**src/rtl/axi_read_xbar_pkg.sv**
```systemverilog
// Shared types and defaults for the AXI read crossbar and its address decoder.
package axi_xbar_pkg;

    // Crossbar transaction phase.
    typedef enum logic [1:0] {
        IDLE,
        ADDR,
        DATA
    } xbar_state_t;

    // Downstream port selection; mem is the reset/default route.
    typedef enum logic {
        SEL_MEM,
        SEL_CLINT
    } xbar_sel_t;

    localparam logic [31:0] CLINT_BASE_DEF = 32'h0200_0000;
    localparam logic [31:0] CLINT_MASK_DEF = 32'hFFFF_0000;

endpackage

```
**src/rtl/axi_read_xbar_if.sv**
```systemverilog
// AXI read-channel subset (AR + R) shared by the LSU, CLINT and memory ports.
interface if_axi_read #(
    parameter int ADDR_W = 32,
    parameter int DATA_W = 32
);
    logic              arvalid;
    logic              arready;
    logic [ADDR_W-1:0] araddr;
    logic              rvalid;
    logic              rready;
    logic [DATA_W-1:0] rdata;
    logic [1:0]        rresp;

    modport master (
        output arvalid, araddr, rready,
        input  arready, rvalid, rdata, rresp
    );

    modport slave (
        input  arvalid, araddr, rready,
        output arready, rvalid, rdata, rresp
    );
endinterface

```
**src/rtl/axi_read_xbar_decode.sv**
```systemverilog
// Address decoder: routes an address to the CLINT when it falls in the
// masked CLINT window, otherwise to main memory. There is no error route.
module axi_addr_decode
    import axi_xbar_pkg::*;
#(
    parameter int                ADDR_W     = 32,
    parameter logic [ADDR_W-1:0] CLINT_BASE = CLINT_BASE_DEF,
    parameter logic [ADDR_W-1:0] CLINT_MASK = CLINT_MASK_DEF
) (
    input  logic [ADDR_W-1:0] addr,
    output xbar_sel_t         sel
);

    assign sel = ((addr & CLINT_MASK) == CLINT_BASE) ? SEL_CLINT : SEL_MEM;

endmodule

```
**src/rtl/axi_read_xbar.sv**
```systemverilog
// 1-to-2 AXI read crossbar between the LSU read master and the CLINT /
// main-memory read slaves. One transaction is in flight at a time; the
// request address is registered, the R beat is passed through combinationally.
//
// state | meaning
// ------+---------------------------------------------------------------
// IDLE  | ready for an upstream AR (arready high)
// ADDR  | presenting the captured AR to the selected port until accepted
// DATA  | passing the selected port's R beat upstream until handshaken
module axi_read_xbar
    import axi_xbar_pkg::*;
#(
    parameter int                ADDR_W     = 32,
    parameter int                DATA_W     = 32,
    parameter logic [ADDR_W-1:0] CLINT_BASE = CLINT_BASE_DEF,
    parameter logic [ADDR_W-1:0] CLINT_MASK = CLINT_MASK_DEF
) (
    input  logic       i_clock,
    input  logic       i_reset,
    if_axi_read.slave  in,
    if_axi_read.master out_clint,
    if_axi_read.master out_mem,
    output logic       o_skip_difftest
);

    xbar_state_t       state;
    xbar_state_t       state_nxt;
    logic [ADDR_W-1:0] araddr_q;
    xbar_sel_t         sel_q;
    xbar_sel_t         sel_dec;
    logic              ar_fire;
    logic              sel_arready;
    logic              sel_rvalid;
    logic              r_fire;

    axi_addr_decode #(
        .ADDR_W     (ADDR_W),
        .CLINT_BASE (CLINT_BASE),
        .CLINT_MASK (CLINT_MASK)
    ) u_decode (
        .addr (in.araddr),
        .sel  (sel_dec)
    );

    assign ar_fire     = in.arvalid && (state == IDLE);
    assign sel_arready = (sel_q == SEL_CLINT) ? out_clint.arready : out_mem.arready;
    assign sel_rvalid  = (sel_q == SEL_CLINT) ? out_clint.rvalid  : out_mem.rvalid;
    assign r_fire      = (state == DATA) && sel_rvalid && in.rready;

    // State register; async reset abandons any in-flight transaction.
    always_ff @(posedge i_clock or negedge i_reset) begin
        if (!i_reset) begin
            state <= IDLE;
        end else begin
            state <= state_nxt;
        end
    end

    // Capture address and route at upstream AR acceptance.
    always_ff @(posedge i_clock or negedge i_reset) begin
        if (!i_reset) begin
            araddr_q <= '0;
            sel_q    <= SEL_MEM;
        end else if (ar_fire) begin
            araddr_q <= in.araddr;
            sel_q    <= sel_dec;
        end
    end

    // One-cycle pulse after a CLINT beat completes so difftest skips it.
    always_ff @(posedge i_clock or negedge i_reset) begin
        if (!i_reset) begin
            o_skip_difftest <= 1'b0;
        end else begin
            o_skip_difftest <= r_fire && (sel_q == SEL_CLINT);
        end
    end

    // Next-state: IDLE -> ADDR on AR, ADDR -> DATA on downstream AR, DATA -> IDLE on R.
    always_comb begin
        state_nxt = state;
        case (state)
            IDLE:    if (in.arvalid)  state_nxt = ADDR;
            ADDR:    if (sel_arready) state_nxt = DATA;
            DATA:    if (r_fire)      state_nxt = IDLE;
            default:                  state_nxt = IDLE;
        endcase
    end

    // Channel steering: AR to the selected port in ADDR, R pass-through in DATA.
    always_comb begin
        in.arready        = (state == IDLE);
        in.rvalid         = 1'b0;
        in.rdata          = '0;
        in.rresp          = '0;
        out_clint.arvalid = 1'b0;
        out_clint.araddr  = araddr_q;
        out_clint.rready  = 1'b0;
        out_mem.arvalid   = 1'b0;
        out_mem.araddr    = araddr_q;
        out_mem.rready    = 1'b0;
        case (state)
            ADDR: begin
                if (sel_q == SEL_CLINT) begin
                    out_clint.arvalid = 1'b1;
                end else begin
                    out_mem.arvalid = 1'b1;
                end
            end
            DATA: begin
                if (sel_q == SEL_CLINT) begin
                    in.rvalid        = out_clint.rvalid;
                    in.rdata         = out_clint.rdata;
                    in.rresp         = out_clint.rresp;
                    out_clint.rready = in.rready;
                end else begin
                    in.rvalid      = out_mem.rvalid;
                    in.rdata       = out_mem.rdata;
                    in.rresp       = out_mem.rresp;
                    out_mem.rready = in.rready;
                end
            end
            default: ;
        endcase
    end

endmodule
```
**src/flat_wrapper.sv**
```systemverilog
// flat-port wrapper written by rule: the top's interface ports become plain ports
module axi_read_xbar_flat import axi_xbar_pkg::*;
#(
    parameter int                ADDR_W     = 32,
    parameter int                DATA_W     = 32,
    parameter logic [ADDR_W-1:0] CLINT_BASE = CLINT_BASE_DEF,
    parameter logic [ADDR_W-1:0] CLINT_MASK = CLINT_MASK_DEF
)
  (i_clock, i_reset, o_skip_difftest, in_arvalid, in_araddr, in_rready, in_arready, in_rvalid, in_rdata, in_rresp, out_clint_arvalid, out_clint_araddr, out_clint_rready, out_clint_arready, out_clint_rvalid, out_clint_rdata, out_clint_rresp, out_mem_arvalid, out_mem_araddr, out_mem_rready, out_mem_arready, out_mem_rvalid, out_mem_rdata, out_mem_rresp);
  if_axi_read #(.ADDR_W(ADDR_W), .DATA_W(DATA_W)) in_i ();
  if_axi_read #(.ADDR_W(ADDR_W), .DATA_W(DATA_W)) out_clint_i ();
  if_axi_read #(.ADDR_W(ADDR_W), .DATA_W(DATA_W)) out_mem_i ();
  input  logic i_clock;
  input  logic i_reset;
  output logic o_skip_difftest;
  input wire logic [$bits(in_i.arvalid)-1:0] in_arvalid;
  input wire logic [$bits(in_i.araddr)-1:0] in_araddr;
  input wire logic [$bits(in_i.rready)-1:0] in_rready;
  output wire logic [$bits(in_i.arready)-1:0] in_arready;
  output wire logic [$bits(in_i.rvalid)-1:0] in_rvalid;
  output wire logic [$bits(in_i.rdata)-1:0] in_rdata;
  output wire logic [$bits(in_i.rresp)-1:0] in_rresp;
  output wire logic [$bits(out_clint_i.arvalid)-1:0] out_clint_arvalid;
  output wire logic [$bits(out_clint_i.araddr)-1:0] out_clint_araddr;
  output wire logic [$bits(out_clint_i.rready)-1:0] out_clint_rready;
  input wire logic [$bits(out_clint_i.arready)-1:0] out_clint_arready;
  input wire logic [$bits(out_clint_i.rvalid)-1:0] out_clint_rvalid;
  input wire logic [$bits(out_clint_i.rdata)-1:0] out_clint_rdata;
  input wire logic [$bits(out_clint_i.rresp)-1:0] out_clint_rresp;
  output wire logic [$bits(out_mem_i.arvalid)-1:0] out_mem_arvalid;
  output wire logic [$bits(out_mem_i.araddr)-1:0] out_mem_araddr;
  output wire logic [$bits(out_mem_i.rready)-1:0] out_mem_rready;
  input wire logic [$bits(out_mem_i.arready)-1:0] out_mem_arready;
  input wire logic [$bits(out_mem_i.rvalid)-1:0] out_mem_rvalid;
  input wire logic [$bits(out_mem_i.rdata)-1:0] out_mem_rdata;
  input wire logic [$bits(out_mem_i.rresp)-1:0] out_mem_rresp;
  assign in_i.arvalid = in_arvalid;
  assign in_i.araddr = in_araddr;
  assign in_i.rready = in_rready;
  assign in_arready = in_i.arready;
  assign in_rvalid = in_i.rvalid;
  assign in_rdata = in_i.rdata;
  assign in_rresp = in_i.rresp;
  assign out_clint_arvalid = out_clint_i.arvalid;
  assign out_clint_araddr = out_clint_i.araddr;
  assign out_clint_rready = out_clint_i.rready;
  assign out_clint_i.arready = out_clint_arready;
  assign out_clint_i.rvalid = out_clint_rvalid;
  assign out_clint_i.rdata = out_clint_rdata;
  assign out_clint_i.rresp = out_clint_rresp;
  assign out_mem_arvalid = out_mem_i.arvalid;
  assign out_mem_araddr = out_mem_i.araddr;
  assign out_mem_rready = out_mem_i.rready;
  assign out_mem_i.arready = out_mem_arready;
  assign out_mem_i.rvalid = out_mem_rvalid;
  assign out_mem_i.rdata = out_mem_rdata;
  assign out_mem_i.rresp = out_mem_rresp;
  axi_read_xbar #(.ADDR_W(ADDR_W), .DATA_W(DATA_W), .CLINT_BASE(CLINT_BASE), .CLINT_MASK(CLINT_MASK)) u_core (.i_clock(i_clock), .i_reset(i_reset), .in(in_i), .out_clint(out_clint_i), .out_mem(out_mem_i), .o_skip_difftest(o_skip_difftest));
endmodule
```
**config.mk**
```make
export PLATFORM = sky130hd
export DESIGN_NAME = axi_read_xbar_flat
export DESIGN_NICKNAME = d
export VERILOG_FILES = /design/src/rtl/axi_read_xbar_pkg.sv /design/src/rtl/axi_read_xbar_if.sv /design/src/rtl/axi_read_xbar_decode.sv /design/src/rtl/axi_read_xbar.sv /design/src/flat_wrapper.sv
export SDC_FILE = /design/constraint.sdc
export NUM_CORES = 1
export LEC_CHECK = 0
export ABC_AREA = 0
export CORE_MARGIN = 1
export CORE_UTILIZATION = 30
export CTS_BUF_LIST = sky130_fd_sc_hd__clkbuf_8
export CTS_CLUSTER_SIZE = 10
export DETAILED_ROUTE_END_ITERATION = 8
export DONT_BUFFER_PORTS = 1
export PLACE_DENSITY = 0.53
export SLEW_MARGIN = 10
export SYNTH_ARGS = -nofsm -noshare
export SYNTH_HDL_FRONTEND = slang
export SYNTH_SLANG_ARGS = --single-unit
```
**constraint.sdc**
```tcl
create_clock -name i_clock -period 1.75 [get_ports i_clock]
set_input_delay 0.175 -clock i_clock [delete_from_list [all_inputs] [get_ports i_clock]]
set_output_delay 0.175 -clock i_clock [all_outputs]
set_load 0.02 [all_outputs]
```
## Yosys cells after proc, flatten, opt, wreduce, memory -nomap -nowiden

Index checks and enable logic that the tools add are counted.

| storage, ports and cells | value |
|---|---|
| bits in registers | 36 |
| bits of input ports | 108 |
| output and inout port bits | 105 |
| word-level logic and storage cells | 36 |

| cells by class | value |
|---|---|
| equality and inequality tests | 6 |
| muxes and demuxes | 20 |
| reductions and logical operators | 6 |

Operator list:

| kind | number |
|---|---|
| 32-bit 2-to-1 mux | 2 |
| 16-bit by 10-bit equality test with 1-bit output (second input constant) | 1 |
| 1-bit 2-to-1 mux | 12 |
| 2-bit 2-to-1 mux | 5 |
| 2-bit one-hot mux with 3 select lines | 1 |
| 1-bit logical AND | 4 |
| 2-bit by 1-bit inequality test with 1-bit output (second input constant) | 2 |
| 3-bit AND reduction | 1 |
| 2-bit by 1-bit equality test with 1-bit output (second input constant) | 1 |
| 2-bit equality test (second input constant) | 1 |
| 2-bit logical NOT | 1 |
| 2-bit inequality test (second input constant) | 1 |

## Logic depth before layout (Yosys ltp)

Gate-level depths: netlist of the first run.

| depth | value |
|---|---|
| depth after elaboration | 5 |
| depth in mapped cells | 5 |
| gate-level depth less buffers | 3 |

## Modules after synthesis

Synthesis of the first run repeated with hierarchy kept, for this count alone.

| second synthesis, totals | value |
|---|---|
| cell total of the unflattened synthesis | 206 |
| area, all modules | 2,357.3 µm² |

By module, submodules not included:

| module | instances | cells each | area an instance (µm²) | sequential area each (µm²) |
|---|---|---|---|---|
| axi_read_xbar | 1 | 201 | 2,321.0 | 900.9 |
| axi_addr_decode | 1 | 5 | 36.3 | 0.0 |

## Worst setup path before layout of the first run

OpenSTA, ideal clock, no wires.

| timing | value |
|---|---|
| path kind | register -> register |
| from | register u_core.state[1] |
| to | register u_core.araddr_q[10], in the netlist u_core.out_clint.araddr[10] |
| library setup time | 125 ps |
| data arrival time | 1,387 ps |
| data required time | 1,625 ps |
| path slack | 238 ps |
| cell stages (with the launch flop) | 6 |
| buffers on the path | 2 |
| clock period less this slack | 1,512 ps |
| cell sequence | dfrtp_1 > nor2_2 > and2_4 > buf_6 > buf_12 > mux2_4 |

| on the way | value |
|---|---|
| word-level cells in the longest chain between the ends | 2 |

RTL lines:

| what | RTL line | text |
|---|---|---|
| start: declaration | axi_read_xbar.sv:26 | `xbar_state_t state;` |
| start signal: assignment | axi_read_xbar.sv:55 | `state <= state_nxt;` |
| 2-bit logical NOT | n/a |  |
| net in_arready | flat_wrapper.sv:19 | `output wire logic [$bits(in_i.arready)-1:0] in_arready;` |
| 1-bit logical AND | axi_read_xbar.sv:45 | `assign ar_fire = in.arvalid && (state == IDLE);` |
| end signal: assignment | axi_read_xbar.sv:65 | `araddr_q <= in.araddr;` |
| end: declaration | axi_read_xbar.sv:28 | `logic [ADDR_W-1:0] araddr_q;` |

The timed path passes the listed nets, and every way through them passes these cells.
A chain may end at the register's enable or synchronous reset.

## Worst setup path in the final report of the first run

| timing | value |
|---|---|
| from | register u_core.sel_q |
| to | output port in_rdata[10] |

| on the way | value |
|---|---|
| word-level cells in the longest chain between the ends | 2 |

RTL lines:

| what | RTL line | text |
|---|---|---|
| start: declaration | axi_read_xbar.sv:29 | `xbar_sel_t sel_q;` |
| start signal: assignment | axi_read_xbar.sv:66 | `sel_q <= sel_dec;` |
| 32-bit 2-to-1 mux | axi_read_xbar.sv:111 | `if (sel_q == SEL_CLINT) begin` |
| 32-bit 2-to-1 mux | axi_read_xbar.sv:102 | `case (state)` |
| end: declaration | flat_wrapper.sv:21 | `output wire logic [$bits(in_i.rdata)-1:0] in_rdata;` |

No other way between the ends.

==> metrics, run 1 <==
Slew headroom 69.6%; reg2reg setup slack 0.24 ns; EDFF count, synth 0; Final min period 1.65 ns; post-route setup TNS 0 ns; max frequency 608 MHz; R2R Path End u_core.out_clint.araddr[9]; Area Overhead vs Synth 7.65%; worst slack at placement 0.202 ns; iteration count of the initial detailed-routing pass 2; Ys Warns 0; Synth cell types 21; worst vdd ir 443 uV; list of most frequent post-synthesis cells 41 x nor2_1, 38 x mux2i_1, 36 x dfrtp_1; number of fill cells 751; DP HPWL 4500 um; # diodes 0; skew final 0.00349 ns; I/O pin cnt 213; Max Slew Vio Count 0; fin crit share 94.0%; First DRT Iteration DRCs 46; WHS Path Cells 1; root buffer cell clkbuf_8; total global-route track usage 13.5%; clock sink count 36; Worst R2R Start u_core.state[1]; Bufs on Longest Clock Path 2; main area contributors after synthesis dfrtp_1 38%, mux2_4 18%, mux2i_1 16%; Vias/cell 4.91; CTS Buf Count 5; row cnt 31; total wire length 5870 um; cells after synthesis 206; routed len/inst 20.0 um; synthesis-stage register bit count 36; min-delay worst type input pin to register; Clk pin slew, worst setup/hold paths 0.07 ns; Clk Latency, worst-skew pair 0.28 ns; Worst Setup SP u_core.sel_q; Die Ht 90.6 um; status complete, no violations; Initial Utilization 31.8%; Seq/Total Area, Yosys 38.2%; post-synth top area share 38.2%; power per cell area 1990 nW/um^2; maxcap violations 0; RSZ-0062 raised after global routing no; Layout Nets 301; Mapped Nets 314; Critical Path End Type output port; CP max FO 14; asr flop ratio synth 100%; crit path launch type register; Primary FF master, synth dfrtp_1; die area 8210 um^2; Die X 90.6 um; number of global-route vias before repair 1455; post-synth top area cell dfrtp_1; Final Hold Vio Count 0; Slew @ Worst Pin 0.456 ns; Residual DRC 0; final worst slack 0.104 ns; # port buffers 0; CP Class register to output port; Synth Cell Area 2360 um^2; initial antenna violation count 0; CP required 1.57 ns; static leakage 0.00101 uW; largest net degree at the start of global routing 37; Setup-failing EPs final 0; CTS tree yes; Core ar. 7410 um^2; Post-DRT Antenna Nets 0; arrival time at the worst endpoint 1.47 ns; Hold Path End u_core.out_clint.araddr[10]; Worst Min Path Start in_araddr[10]; RePlAce Congestion 0.806; proportion of layout cells with a drive suffix above 1 45.4%; Reg2Reg Depth 4; top-count cell post-synth nor2_1; first-pass GRT wire length 8450 um; mean post-synth cell area 11.4 um^2; # H-tree levels 2; total grt overflow 0; routed vias 1440
power breakdown:
group | internal, uW | switching (uW)
Combinational | 911 | 814
Clock | 417 | 288
Sequential | 1220 | 1390
metal layers:
| metal | track usage [%] | vias up | wire length [um] | share of wire, % |
|---|---|---|---|---|
| li1 | - | 634 | - | - |
| met1 | 15.2 | 679 | 2270 | 39 |
| met2 | 23.4 | 123 | 2940 | 50 |
| met3 | 4.88 | 4 | 592 | 10 |
| met4 | 4.44 | 0 | 61 | 1.0 |
| met5 | 0 | - | 0 | 0 |
placed cells by master (no fill, tap or decap), drive strengths merged:
cell type,netlist,final
and2,1,1
buf,45,22
bufinv,0,1
clkbuf,0,5
clkinv,0,1
dfrtp,36,36
dlygate4sd3,0,2
inv,1,2
mux2,32,32
mux2i,38,38
nand2,1,1
nand3b,1,1
nand4,1,1
nor2,42,42
nor2b,1,1
nor4,3,3
nor4b,1,1
o22ai,1,1
or2b,2,3
how the worst max path moves through the flow:
stage / to / slack (ns) / depth (start not counted)
6_report: in_rdata[10] / 0.10 / 3
5_1_grt: in_rdata[23] / 0.03 / 2
4_1_cts: in_rdata[29] / 0.0008 / 3
3_5_place_dp: in_rdata[4] / 0.20 / 2
3_3_place_gp: in_rdata[28] / 0.22 / 2
2_1_floorplan: u_core.out_clint.araddr[10] / 0.24 / 5
metrics by stage:
stage          cells  hold WS (ns)  cell area [um^2]  total power, uW  utilization (%)
5_1_grt          293        0.0238              2540             5310             34.2
2_1_floorplan    206        -0.121              2360             4510                -
4_1_cts          288        0.0265              2490             5070             33.6
3_3_place_gp     277        -0.120              2290             4210             30.9
3_5_place_dp     277        -0.120              2290             4240             30.9
6_report         293        0.0405              2540             5040             34.2
sequential cells by signal, summed over array words and instances, names as in the netlist:
register / flops
u_core.out_clint.araddr: 32
u_core.o_skip_difftest: 1
u_core.state: 2
u_core.sel_q: 1
worst max-delay path: stages (launching register included):
cell,delay (ns)
dfrtp_4,0.57
buf_12,0.19
mux2i_1,0.13
nor2_1,0.30
repair_timing:
item                       CTS  global route
hold endpoints to repair    37             0
setup endpoints to repair   35            14
resized for setup           23             2
setup buffers                0             4
gates cloned                 0             1
hold buffers                 3             0
cell type report:
cell class	count	area [um^2]	area share, %
repair buffers	24	235	9.27
clock buffers	5	68.8	2.71
inverters	1	3.75	0.148
clock inverters	3	38.8	1.53
multi-input cells	125	1160	45.8
well taps	99	124	4.88
flip-flops and latches	36	905	35.7
kinds of logic after synthesis:
kind of cell / count (synthesis) / synth area share [%]
flip-flops: 36 / 38.2
multiplexers: 70 / 36.1
buffers and inverters: 46 / 15.4
AO/OA/AOI/OAI: 1 / 0.266
AND/OR/NAND/NOR: 53 / 10.0
Note: power is estimated with default switching activity, not from simulation.
==> inputs of run 2 (changes only) <==
- PLACE_DENSITY: 0.53 -> 0.54
- clock period: 1.75 -> 1.5 ns (I/O delays scaled with it)
==> run 2 against run 1 <==
Compared with the run above: the flow now finishes with violations (negative setup slack); clock skew about the same; sequential power rose by 15%; worst hold slack lost 0.026 ns; largest cell class unchanged.
==> metrics, run 2 (synthesis gave the netlist of run 1 again) <==
status finished with violations (was complete, no violations); failing checks negative setup slack; Total Power 6560 uW (was 5040 uW); Post-DRT Antenna Nets 0 (unchanged); Area Overhead vs Synth 35.1% (was 7.65%); maxcap violations 0 (unchanged); Core ar. 7410 um^2 (unchanged); # port buffers 0 (unchanged); Slew headroom 70.0% (was 69.6%); routed len/inst 19.1 um (was 20.0 um); worst slack at placement 0.0932 ns (was 0.202 ns); total global-route track usage 15.2% (was 13.5%); Die Ht 90.6 um (unchanged); Critical Path End Type output port (unchanged); initial antenna violation count 0 (unchanged); number of global-route vias before repair 1650 (was 1455); row cnt 31 (unchanged); Max Slew Vio Count 0 (unchanged); iteration count of the initial detailed-routing pass 4 (was 2); I/O pin cnt 213 (unchanged); most frequent cells in the layout 39 x buf_4, 35 x mux2i_1, 34 x dfrtp_1 (was 38 x mux2i_1, 35 x dfrtp_1, 29 x mux2_4); CP Class register to output port (unchanged); routed vias 1687 (was 1440); static leakage 0.00135 uW (was 0.00101 uW); skew final 0.00351 ns (was 0.00349 ns); # diodes 0 (unchanged); Bufs on Longest Clock Path 2 (unchanged); Clk Latency, worst-skew pair 0.28 ns (about the same); CTS Buf Count 5 (unchanged); Initial Utilization 31.8% (unchanged); clock sink count 36 (unchanged); # H-tree levels 2 (unchanged); CTS tree yes (unchanged); CP max stage delay 0.41 ns (was 0.57 ns); Layout Nets 364 (was 301); Final min period 1.57 ns; Clk pin slew, worst setup/hold paths 0.07 ns (about the same); max reg flops 32 (unchanged); min-delay worst type input pin to register (unchanged); total wire length 6780 um (was 5870 um); die area 8210 um^2 (unchanged); largest net degree at the start of global routing 37 (unchanged); RSZ-0062 raised after global routing yes (was no); commonest non-fill, non-tap cell in the layout buf_4 (was mux2i_1); max frequency 637 MHz; DP HPWL 4870 um (was 4500 um); Slew @ Worst Pin 0.450 ns (was 0.456 ns); first-pass GRT wire length 9530 um (was 8450 um); fin crit share 105%; Final Hold Vio Count 0 (unchanged); CP max FO 18 (was 14); worst vdd ir 546 uV (was 443 uV); power per cell area 2060 nW/um^2 (was 1990 nW/um^2); post-route setup TNS -1.86 ns (was 0 ns); root buffer cell clkbuf_8 (unchanged); Residual DRC 0 (unchanged); First DRT Iteration DRCs 28 (was 46); Final Hold Slack 0.0143 ns (was 0.0405 ns); Worst path slowest cell dfrtp_2 (was dfrtp_4); number of fill cells 685 (was 751); total grt overflow 0 (unchanged); final worst slack -0.0703 ns (was 0.104 ns); Setup-failing EPs final 37 (was 0); CP required 1.35 ns (was 1.57 ns); Vias/cell 4.74 (was 4.91); arrival time at the worst endpoint 1.42 ns (was 1.47 ns); crit path launch type register (unchanged); Layout Utilization 43.0% (was 34.2%); proportion of layout cells with a drive suffix above 1 45.9% (was 45.4%); RePlAce Congestion 0.815 (was 0.806); Die X 90.6 um (unchanged); CP Cell Sequence or2b_4 -> buf_12 -> nor2_1 -> buf_4 (was buf_12 -> mux2i_1 -> nor2_1)
[run 2: changes by cell type in the layout (fill, tap and decap cells not counted), moves of 2 or more]
| cell | before | now |
|---|---|---|
| dlygate4sd3_1 | 2 | 30 |
| buf_4 | 18 | 39 |
| nor2_2 | 23 | 9 |
| buf_6 | 0 | 12 |
| nor2_1 | 19 | 28 |
| nor2_4 | 0 | 5 |
| mux2i_1 | 38 | 35 |
| mux2i_2 | 0 | 3 |
| dfrtp_2 | 0 | 2 |
[run 2: worst paths after layout]
check | cells after the start | from | to | slack [ns]
max in group asynchronous | 2 | i_reset | u_core.state[0] | 0.98
min reg2reg | 1 | u_core.out_clint.araddr[30] | u_core.out_clint.araddr[30] | 0.51
max reg2reg | 5 | u_core.state[1] | u_core.out_clint.araddr[30] | 0.03
min | 1 | in_araddr[11] | u_core.out_clint.araddr[11] | 0.01
max | 4 | u_core.state[0] | in_rresp[1] | -0.07
min in group asynchronous | 2 | i_reset | u_core.out_clint.araddr[18] | 0.33
[run 2: per-stage QoR]
stage                     cell area, um^2  cells
after global routing                 3180    356
after detailed placement             2540    308
after global placement               2540    308
after CTS                            2870    335
final                                3180    356
after floorplan                      2360    206
[run 2: routing by layer]
layer	track usage [%]	vias up	wire length, um
li1	-	762	-
met1	15.8	785	2470
met2	28.1	133	3560
met3	6.14	7	684
met4	4.03	0	69
met5	0	-	0
[run 2: power by group]
group	switching (uW)	leakage (uW)	internal, uW	total, uW
logic	1160	0.000868	1570	2730
clock network	349	0.0000593	486	835
registers	1570	0.000425	1420	2990
[run 2: critical path, delay by kind of cell (launching register included)]
| kind | cells | cell delay (ns) |
|---|---|---|
| flip-flops | 1 | 0.41 |
| buffers and inverters | 2 | 0.32 |
| AND/OR/NAND/NOR | 2 | 0.40 |
[run 2: area by class of cell]
class	instances	area, um^2	area share (%)
tap	99	124	3.89
sequential	36	903	28.4
multi-input combinational	124	1160	36.6
clock buffer	5	68.8	2.16
inverter	1	3.75	0.118
timing repair buffer	88	881	27.7
clock inverter	3	38.8	1.22
[run 2: repair_timing]
item	4_1_cts	5_1_grt
endpoints found under the setup margin	35	59
setup buffers	4	3
pin swaps	0	1
hold buffers	14	17
cloned	1	1
endpoints found under the hold margin	48	17
resized for setup	7	28
